File: config.mk
export PLATFORM = sky130hd
export DESIGN_NAME = mem_bus_if
export DESIGN_NICKNAME = d
export VERILOG_FILES = /design/src/rtl/mem_bus_if.sv
export SDC_FILE = /design/constraint.sdc
export NUM_CORES = 1
export LEC_CHECK = 0
export BUFFER_PORTS_ARGS = -buffer_cell sky130_fd_sc_hd__buf_2
export CAP_MARGIN = 20
export CORE_MARGIN = 2
export CORE_UTILIZATION = 25
export CTS_BUF_LIST = sky130_fd_sc_hd__clkbuf_4
export DETAILED_ROUTE_END_ITERATION = 16
export GPL_ROUTABILITY_DRIVEN = 0
export PLACE_DENSITY = 0.55
export SLEW_MARGIN = 20
export SYNTH_ARGS = -nofsm -noshare
export SYNTH_HDL_FRONTEND = slang
export SYNTH_SLANG_ARGS = --single-unit
File: constraint.sdc
create_clock -name Clock -period 1.37 [get_ports Clock]
set_input_delay 0.274 -clock Clock [delete_from_list [all_inputs] [get_ports Clock]]
set_output_delay 0.274 -clock Clock [all_outputs]
set_load 0.02 [all_outputs]
File: src/rtl/mem_bus_if.sv
// mem_bus_if: bridges the internal datapath bus to a multiplexed external address/data memory bus.
// Latency: ALE sampled high -> Ready pulse 3 cycles later with zero wait states.
// Backpressure: nWait (active-low) stretches READ/WRITE when MEM_BUS_WAIT_EN is defined.
//   Without the macro, nWait is ignored.
//   With the macro, a 4-bit counter aborts the access after 15 extended cycles.
//
// Ports:
//   Clock, nReset          clock and asynchronous active-low reset
//   SysBusOut / SysBusIn   datapath to memory (address on ALE, then store data) / read data (gated by ENB)
//   ALE, nWE, ENB          access start, write select (sampled in ADDR), read-data output enable
//   AdIn / AdOut / AdOe    external multiplexed pad input / output / output enable
//   ExtAle, ExtnME, ExtnOE, ExtnWE   external strobes (ExtAle active-high, others active-low)
//   nWait                  external wait request, active-low
//   Ready, BusErr          one-cycle completion pulse / sticky error flag
module mem_bus_if (
  input  logic        Clock,
  input  logic        nReset,
  input  logic [15:0] SysBusOut,
  output logic [15:0] SysBusIn,
  input  logic        ALE,
  input  logic        nWE,
  input  logic        ENB,
  input  logic [15:0] AdIn,
  output logic [15:0] AdOut,
  output logic        AdOe,
  output logic        ExtAle,
  output logic        ExtnME,
  output logic        ExtnOE,
  output logic        ExtnWE,
  input  logic        nWait,
  output logic        Ready,
  output logic        BusErr
);

  typedef enum logic [2:0] {S_IDLE, S_ADDR, S_READ, S_WRITE, S_HOLD} state_t;

  state_t      r_state;
  state_t      w_next;
  logic [15:0] r_addr;
  logic [15:0] r_wrdata;
  logic [15:0] r_rddata;
  logic        r_buserr;
  logic        w_in_data;   // READ or WRITE phase
  logic        w_last;      // final cycle of the READ/WRITE phase
  logic        w_abort;     // wait timeout on this cycle

  assign w_in_data = (r_state == S_READ) || (r_state == S_WRITE);

`ifdef MEM_BUS_WAIT_EN
  logic [3:0] r_wait_cnt;

  // The counter holds the number of cycles already extended in this phase.
  // If nWait is still low once 15 extensions have elapsed, the access is abandoned.
  assign w_abort = w_in_data && !nWait && (r_wait_cnt == 4'hF);
  assign w_last  = nWait || w_abort;

  always_ff @(posedge Clock or negedge nReset) begin
    if (!nReset) begin
      r_wait_cnt <= 4'h0;
    end else if (w_in_data && !w_last) begin
      r_wait_cnt <= r_wait_cnt + 4'h1;
    end else begin
      r_wait_cnt <= 4'h0;
    end
  end
`else
  logic w_unused_nwait;

  assign w_unused_nwait = nWait;
  assign w_abort        = 1'b0;
  assign w_last         = 1'b1;
`endif

  // State register
  always_ff @(posedge Clock or negedge nReset) begin
    if (!nReset) begin
      r_state <= S_IDLE;
    end else begin
      r_state <= w_next;
    end
  end

  // Next state and strobe decode. Every pin is a function of state or registers only.
  always_comb begin
    w_next = r_state;
    AdOut  = r_addr;
    AdOe   = 1'b0;
    ExtAle = 1'b0;
    ExtnME = 1'b1;
    ExtnOE = 1'b1;
    ExtnWE = 1'b1;
    Ready  = 1'b0;
    case (r_state)
      S_IDLE: begin
        if (ALE) w_next = S_ADDR;
      end
      S_ADDR: begin
        AdOe   = 1'b1;
        ExtAle = 1'b1;
        ExtnME = 1'b0;
        w_next = nWE ? S_READ : S_WRITE;
      end
      S_READ: begin
        ExtnME = 1'b0;
        ExtnOE = 1'b0;
        if (w_last) w_next = S_HOLD;
      end
      S_WRITE: begin
        AdOut  = r_wrdata;
        AdOe   = 1'b1;
        ExtnME = 1'b0;
        ExtnWE = 1'b0;
        if (w_last) w_next = S_HOLD;
      end
      S_HOLD: begin
        ExtnME = 1'b0;
        Ready  = 1'b1;
        w_next = ALE ? S_ADDR : S_IDLE;
      end
      default: w_next = S_IDLE;
    endcase
  end

  // Address, store data, read data, and error flag
  always_ff @(posedge Clock or negedge nReset) begin
    if (!nReset) begin
      r_addr   <= 16'h0000;
      r_wrdata <= 16'h0000;
      r_rddata <= 16'h0000;
      r_buserr <= 1'b0;
    end else begin
      if (ALE && ((r_state == S_IDLE) || (r_state == S_HOLD))) begin
        r_addr <= SysBusOut;
      end
      if (r_state == S_ADDR) begin
        r_wrdata <= SysBusOut;
      end
      if ((r_state == S_READ) && w_last) begin
        r_rddata <= w_abort ? 16'hFFFF : AdIn;
      end
      // A new ALE in the middle of an access is dropped, but it is flagged.
      if ((ALE && ((r_state == S_ADDR) || w_in_data)) || w_abort) begin
        r_buserr <= 1'b1;
      end
    end
  end

  assign BusErr   = r_buserr;
  assign SysBusIn = ENB ? r_rddata : 16'h0000;

endmodule

Yosys cells after proc, flatten, opt, wreduce, memory -nomap -nowiden
Index checks and enable logic that the tools add are counted.
Widths: inputs -> output; s select.
- eq/ne operators: 5
- mux-type cells: 12
- reductions and logical operators: 9
- operators with widths (kind ; count):
    $mux 16 ; 2
    $pmux 3 s4 ; 1
    $mux 1 ; 8
    $eq 3x2->1 const B ; 2
    $reduce_or 2->1 ; 2
    $reduce_or 4->1 ; 1
    $eq 3x1->1 const B ; 1
    $eq 3x3->1 const B ; 1
    $logic_not 3->1 ; 1
    $logic_or 1x1->1 ; 3
    $mux 3 ; 1
    $logic_and 1x1->1 ; 2
    $ne 2x2->1 const B ; 1
- register bits after elaboration: 52
- input port bits: 38
- output and inout port bits: 39

Logic depth before layout (Yosys ltp)
Gate-level depths: netlist (run 1).
- word-level depth: 4
- gate-level depth with buffers: 4

Worst setup path after synthesis (run 1)
No wires, ideal clock.
- path type: register to output
- from: reg r_state[2]
- to: out AdOut[10]
- arrival time: 1.344 ns
- required time: 1.096 ns
- setup slack: -0.248 ns
- stages on the path, launching flop included: 5
- buffers on the path: 2
- cells stage by stage: dfrtp_1 > buf_4 > nand3b_4 > buf_2 > mux2_2
- word-level cells in the longest chain between the ends: 2
- RTL lines (item ; line ; RTL):
    start: declaration ; 37 ; state_t r_state;
    start signal: assignment ; 79 ; r_state <= w_next;
    $eq 3x2->1 ; 93 ; case (r_state)
    $mux 16 ; 93 ;
    end: declaration ; 24 ; output logic [15:0] AdOut,
No other way between the ends.

Worst setup path in the final report (run 1)
- from: reg r_state[0]
- to: out AdOut[4]
The elaborated chain is that of the path after synthesis.

==> flow_summary.json, run 1 <==
{
  "status": "finished with violations",
  "violations": "setup timing",
  "final.setup.worst_slack_ps": -505,
  "required_ps": 1100,
  "vdd.ir_drop.worst_mv": 1.24,
  "setup_viol": 70,
  "antenna_found_initial": 0,
  "pin_count": 77,
  "end_kind": "output port",
  "synth_area_leaders": "dfrtp_1, mux2_2, mux2_4",
  "via_count": 1618,
  "place.port_buffers": 75,
  "synth_warnings": 0,
  "synth.largest_area_cell": "dfrtp_1",
  "crit_slowest_cell": "dfrtp_2",
  "fin_util": 0.411,
  "fin_setup_tns_ps": -23620,
  "drv_slew": 0,
  "holdWs_ps": 124,
  "slew_headroom": 0.801,
  "grt_use_total": 0.102,
  "timing.fmax_ghz": 0.533,
  "hold_viol_final": 0,
  "synth-seq-area-share": 0.536,
  "clock_tree.root_cell": "clkbuf_4",
  "drt_first_pass_iters": 2,
  "cts-buffers-inserted": 5,
  "grt_pass1_wl_mm": 8.12,
  "worstPathMaxFanout": 8,
  "grt_pass1_vias": 1592,
  "htreeDepth": 2,
  "reg2reg_to": "r_wrdata[12]",
  "die_w_um": 103,
  "leakage_nw": 1.84,
  "hold_path.class": "in -> reg",
  "final_layout_size_suffix_gt1_frac": 0.788,
  "ys_ff_latch": 52,
  "synth_ff_type": "dfrtp_1",
  "clk_pin_slew_ps": 150,
  "max_cap_viol_count": 0,
  "first_iter_violations": 30,
  "criticalPathCategory": "reg -> out",
  "antenna_left": 0,
  "yosys.cell_count.top_type": "dfrtp_1",
  "drcViolationCount": 0,
  "holdPathStages": 2,
  "avgSynthCellArea_um2": 15.6,
  "ys_async_sr_fraction": 1.00,
  "min_period_over_period": 1.37,
  "wl_per_cell_um": 13.3,
  "clockBufferDepth": 2,
  "synth_top_cell_area_share": 0.536,
  "synth_nets": 194,
  "cts_tree": "done",
  "initial_core_util": 0.260,
  "viasPerCell": 4.02,
  "fin_crit_ps": 1870,
  "path_cells": "nand3b_4 -> buf_12 -> mux2_2 -> buf_6",
  "slowest_delay_ps": 470,
  "worst_pin_slew_ps": 298,
  "min_to": "r_rddata[2]",
  "routed_wl_mm": 5.34,
  "powerDensity_nw_per_um2": 2430,
  "ys_top_cells_by_count": "dfrtp_1, mux2_2, mux2_4",
  "antenna_cells": 0,
  "dp_hpwl_mm": 3.32,
  "min_from": "AdIn[2]",
  "dp_cells": 369,
  "regToRegSetupSlack_ps": -380,
  "synth_edf_count": 0,
  "fin_cells": 402,
  "fill_cells": 893,
  "final_nets": 310,
  "syn_inst": 156,
  "insertion_delay_ps": 370,
  "clock_sinks": 52,
  "crit_path_start_kind": "register",
  "grt_max_degree": 53,
  "die_h_um": 103,
  "fin_skew_ps": 4.52,
  "core_um2": 9330,
  "ys_types": 21,
  "syn_to_final_growth_pct": 57.9,
  "grt_overflow": 0,
  "rows": 35,
  "worstPathArrival_ps": 1600,
  "die_area_um2": 10500,
  "r2r_cells": 7,
  "r2r-start": "r_state[1]",
  "synthesis.area_um2": 2430,
  "rsz0062_at_grt": "yes"
}
==> layer usage <==
| layer | part of all wire | global-route usage |
|---|---|---|
| met5 | 0 | 0 |
| met4 | 0.0037 | 0.0277 |
| met3 | 0.037 | 0.0224 |
| met2 | 0.47 | 0.155 |
| met1 | 0.49 | 0.148 |
==> placed cells by master, fill, tap and decap left out, types with 2 or more instances in the layout <==
master | synthesis | final
buf_6 | 3 | 41
buf_8 | 1 | 4
and2_4 | 0 | 17
nand2b_1 | 2 | 2
mux2_2 | 46 | 23
buf_4 | 1 | 23
nor3b_4 | 3 | 3
mux2_4 | 18 | 41
buf_12 | 1 | 8
clkbuf_4 | 0 | 5
buf_2 | 1 | 39
dfrtp_1 | 52 | 51
==> per-stage QoR <==
stage               setup slack [ps]  power [mW]  cell area [um^2]
floorplan                       -127        5.60              2480
global placement                -133        6.65              3120
detailed placement              -148        6.73              3120
CTS                             -544        8.89              3630
global route                    -602        9.90              3830
finish                          -505        9.33              3830
==> power by group <==
group | switching, mW | internal, mW
registers | 0.409 | 2.30
clock network | 0.505 | 0.382
logic | 2.07 | 3.66
==> worst max-delay path, delay by kind of cell, from the launching register on <==
| kind | cells | cell delay, ps |
|---|---|---|
| buffers and inverters | 2 | 270 |
| AND/OR/NAND/NOR | 1 | 140 |
| flip-flops | 1 | 470 |
| multiplexers | 1 | 340 |
==> cells by family (layout without fill, tap and decap cells) <==
kind of cell    count (synthesis)  after routing  synth area share
xor+xnor                        1              1           0.00361
compound gates                  2              2           0.00515
flops                          52             52             0.536
mux                            64             64             0.325
simple gates                   28             28            0.0938
buf+inv                         9            126            0.0366
==> flip-flops by register name (all words and copies together), names as in the netlist <==
signal	count
r_addr	16
r_rddata	16
r_wrdata	16
r_state	3
BusErr	1
==> worst max-delay path by stage <==
stage                     depth (start not counted)        from      endpoint  slack [ps]
after floorplan                                   4  r_state[1]  r_wrdata[10]        -130
after global placement                            4  r_state[0]      AdOut[2]        -130
after detailed placement                          4  r_state[0]      AdOut[4]        -150
after CTS                                         4  r_state[2]      AdOut[2]        -540
after global routing                              4  r_state[2]      AdOut[2]        -600
final                                             4  r_state[0]      AdOut[4]        -500
==> timing repair <==
item	in CTS	in global routing
pin swaps	5	4
endpoints found under the setup margin	77	87
hold endpoints to repair	52	0
resized for setup	70	64
setup buffers	14	11
hold buffers	1	0
gates cloned	3	0
==> area by class of cell <==
type | count | area (um^2) | area share
clock inverter | 3 | 42.5 | 0.0111
inverter | 1 | 8.76 | 0.00229
sequential | 52 | 1300 | 0.340
multi-input combinational | 95 | 1190 | 0.310
timing repair buffer | 117 | 1090 | 0.285
clock buffer | 5 | 37.5 | 0.00979
tap | 129 | 161 | 0.0421
Note: power is estimated with default switching activity, not from simulation.
==> run 2: changes to the inputs <==
CELL_PAD_IN_SITES_DETAIL_PLACEMENT = 1   (was unset)
CELL_PAD_IN_SITES_GLOBAL_PLACEMENT = 2   (was unset)
CTS_CLUSTER_SIZE = 40   (was unset)
PLACE_DENSITY = 0.71   (was 0.55)
==> flow_summary.json, run 2 (synthesis gave the netlist of run 1 again) <==
{
  "status": "finished with violations",
  "violations": "setup timing",
  "hold_path.class": "in -> reg",
  "criticalPathCategory": "reg -> out",
  "slowest_delay_ps": 420,
  "crit_buf_inv": 2,
  "rsz0062_at_grt": "yes",
  "grt_pass1_vias": 1814,
  "cts_tree": "done",
  "via_count": 1669,
  "multi_input_area_um2": 1230,
  "fin_skew_ps": 14.7,
  "slew_headroom": 0.804,
  "pin_count": 77,
  "setup_viol": 70,
  "max_cap_viol_count": 0,
  "viasPerCell": 4.12,
  "place.port_buffers": 75,
  "core_um2": 9330,
  "initial_core_util": 0.260,
  "first_iter_violations": 38,
  "regToRegSetupSlack_ps": -370,
  "rows": 35,
  "wl_per_cell_um": 14.4,
  "final_nets": 313,
  "leakage_nw": 1.86,
  "final_layout_size_suffix_gt1_frac": 0.786,
  "path_delay_family": "flip-flops",
  "worstPathMaxFanout": 11,
  "die_h_um": 103,
  "worst_pin_slew_ps": 294,
  "required_ps": 1100,
  "end_kind": "output port",
  "top_regs": "r_addr: 16 flops, r_rddata: 16 flops, r_wrdata: 16 flops",
  "grt_pass1_wl_mm": 9.27,
  "layout_commonest_cell": "mux2_4",
  "die_w_um": 103,
  "grt_use_total": 0.115,
  "drv_slew": 0,
  "die_area_um2": 10500,
  "cts-buffers-inserted": 5,
  "dp_hpwl_mm": 3.81,
  "crit_path_start_kind": "register",
  "min_period_over_period": 1.37,
  "antenna_found_initial": 0,
  "hold_viol_final": 0,
  "antenna_left": 0,
  "routed_wl_mm": 5.84,
  "antenna_cells": 0,
  "grt_overflow": 0,
  "dp_cells": 369,
  "drcViolationCount": 0,
  "path_cells": "nand3b_4 -> buf_12 -> mux2_4 -> buf_4",
  "crit_slowest_cell": "dfrtp_1",
  "clk_pin_slew_ps": 150,
  "syn_to_final_growth_pct": 57.5,
  "final.setup.worst_slack_ps": -503,
  "fin_setup_tns_ps": -24390,
  "worstPathArrival_ps": 1600,
  "grt_max_degree": 53,
  "power_mw": 9.32,
  "clock_tree.root_cell": "clkbuf_4",
  "drt_first_pass_iters": 3,
  "insertion_delay_ps": 370,
  "regArea_um2": 1300,
  "powerDensity_nw_per_um2": 2440,
  "vdd.ir_drop.worst_mv": 0.749,
  "clockBufferDepth": 2,
  "timing.fmax_ghz": 0.534,
  "htreeDepth": 2,
  "clock_sinks": 52,
  "fin_cells": 405,
  "fin_crit_ps": 1870,
  "fill_cells": 990,
  "layout_common_cells": "mux2_4, dfrtp_1, buf_2"
}
-- run 2: what timing repair did --
item	CTS	global route
pin swaps	6	2
setup buffers	14	18
hold endpoints to repair	52	0
hold buffers	1	0
cloned	1	0
resized for setup	74	64
setup endpoints to repair	79	87
-- run 2: report_power, final --
part           internal, mW  leakage (nW)  switching, mW
logic                  3.60          1.22           2.11
clock network         0.374        0.0403          0.498
registers              2.31         0.608          0.426
-- run 2: routing by layer --
metal | wire length [um] | global-route usage | up-vias
met1 | 2600 | 0.148 | 852
met3 | 198 | 0.0264 | 7
met2 | 3000 | 0.200 | 34
met5 | 0 | 0 | -
li1 | - | - | 776
met4 | 46 | 0.0215 | 0
-- run 2: layout make-up --
class	instances	area share
multi-input cells	95	0.323
well taps	129	0.0422
clock inverters	3	0.00982
flip-flops and latches	52	0.341
inverters	1	0.00229
clock buffers	5	0.00982
repair buffers	120	0.272
-- run 2: through the flow --
step           hold slack (ps)  utilization  instance area, um^2  setup WS (ps)
3_5_place_dp               299        0.332                 3100           -174
6_report                   122        0.410                 3820           -503
5_1_grt                   94.4        0.410                 3820           -583
3_3_place_gp               294        0.332                 3100           -160
4_1_cts                   97.6        0.382                 3560           -536
2_1_floorplan            -21.6            -                 2480           -127
-- run 2: final timing paths --
| kind | endpoint | depth (start not counted) | startpoint |
|---|---|---|---|
| setup / recovery | AdOut[10] | 4 | r_state[2] |
| hold / removal | r_rddata[7] | 2 | AdIn[7] |
| setup reg to reg | r_rddata[8] | 8 | r_state[0] |
| hold reg to reg | BusErr | 1 | BusErr |
| max in group asynchronous | r_state[0] | 3 | nReset |
| min in group asynchronous | r_rddata[0] | 3 | nReset |
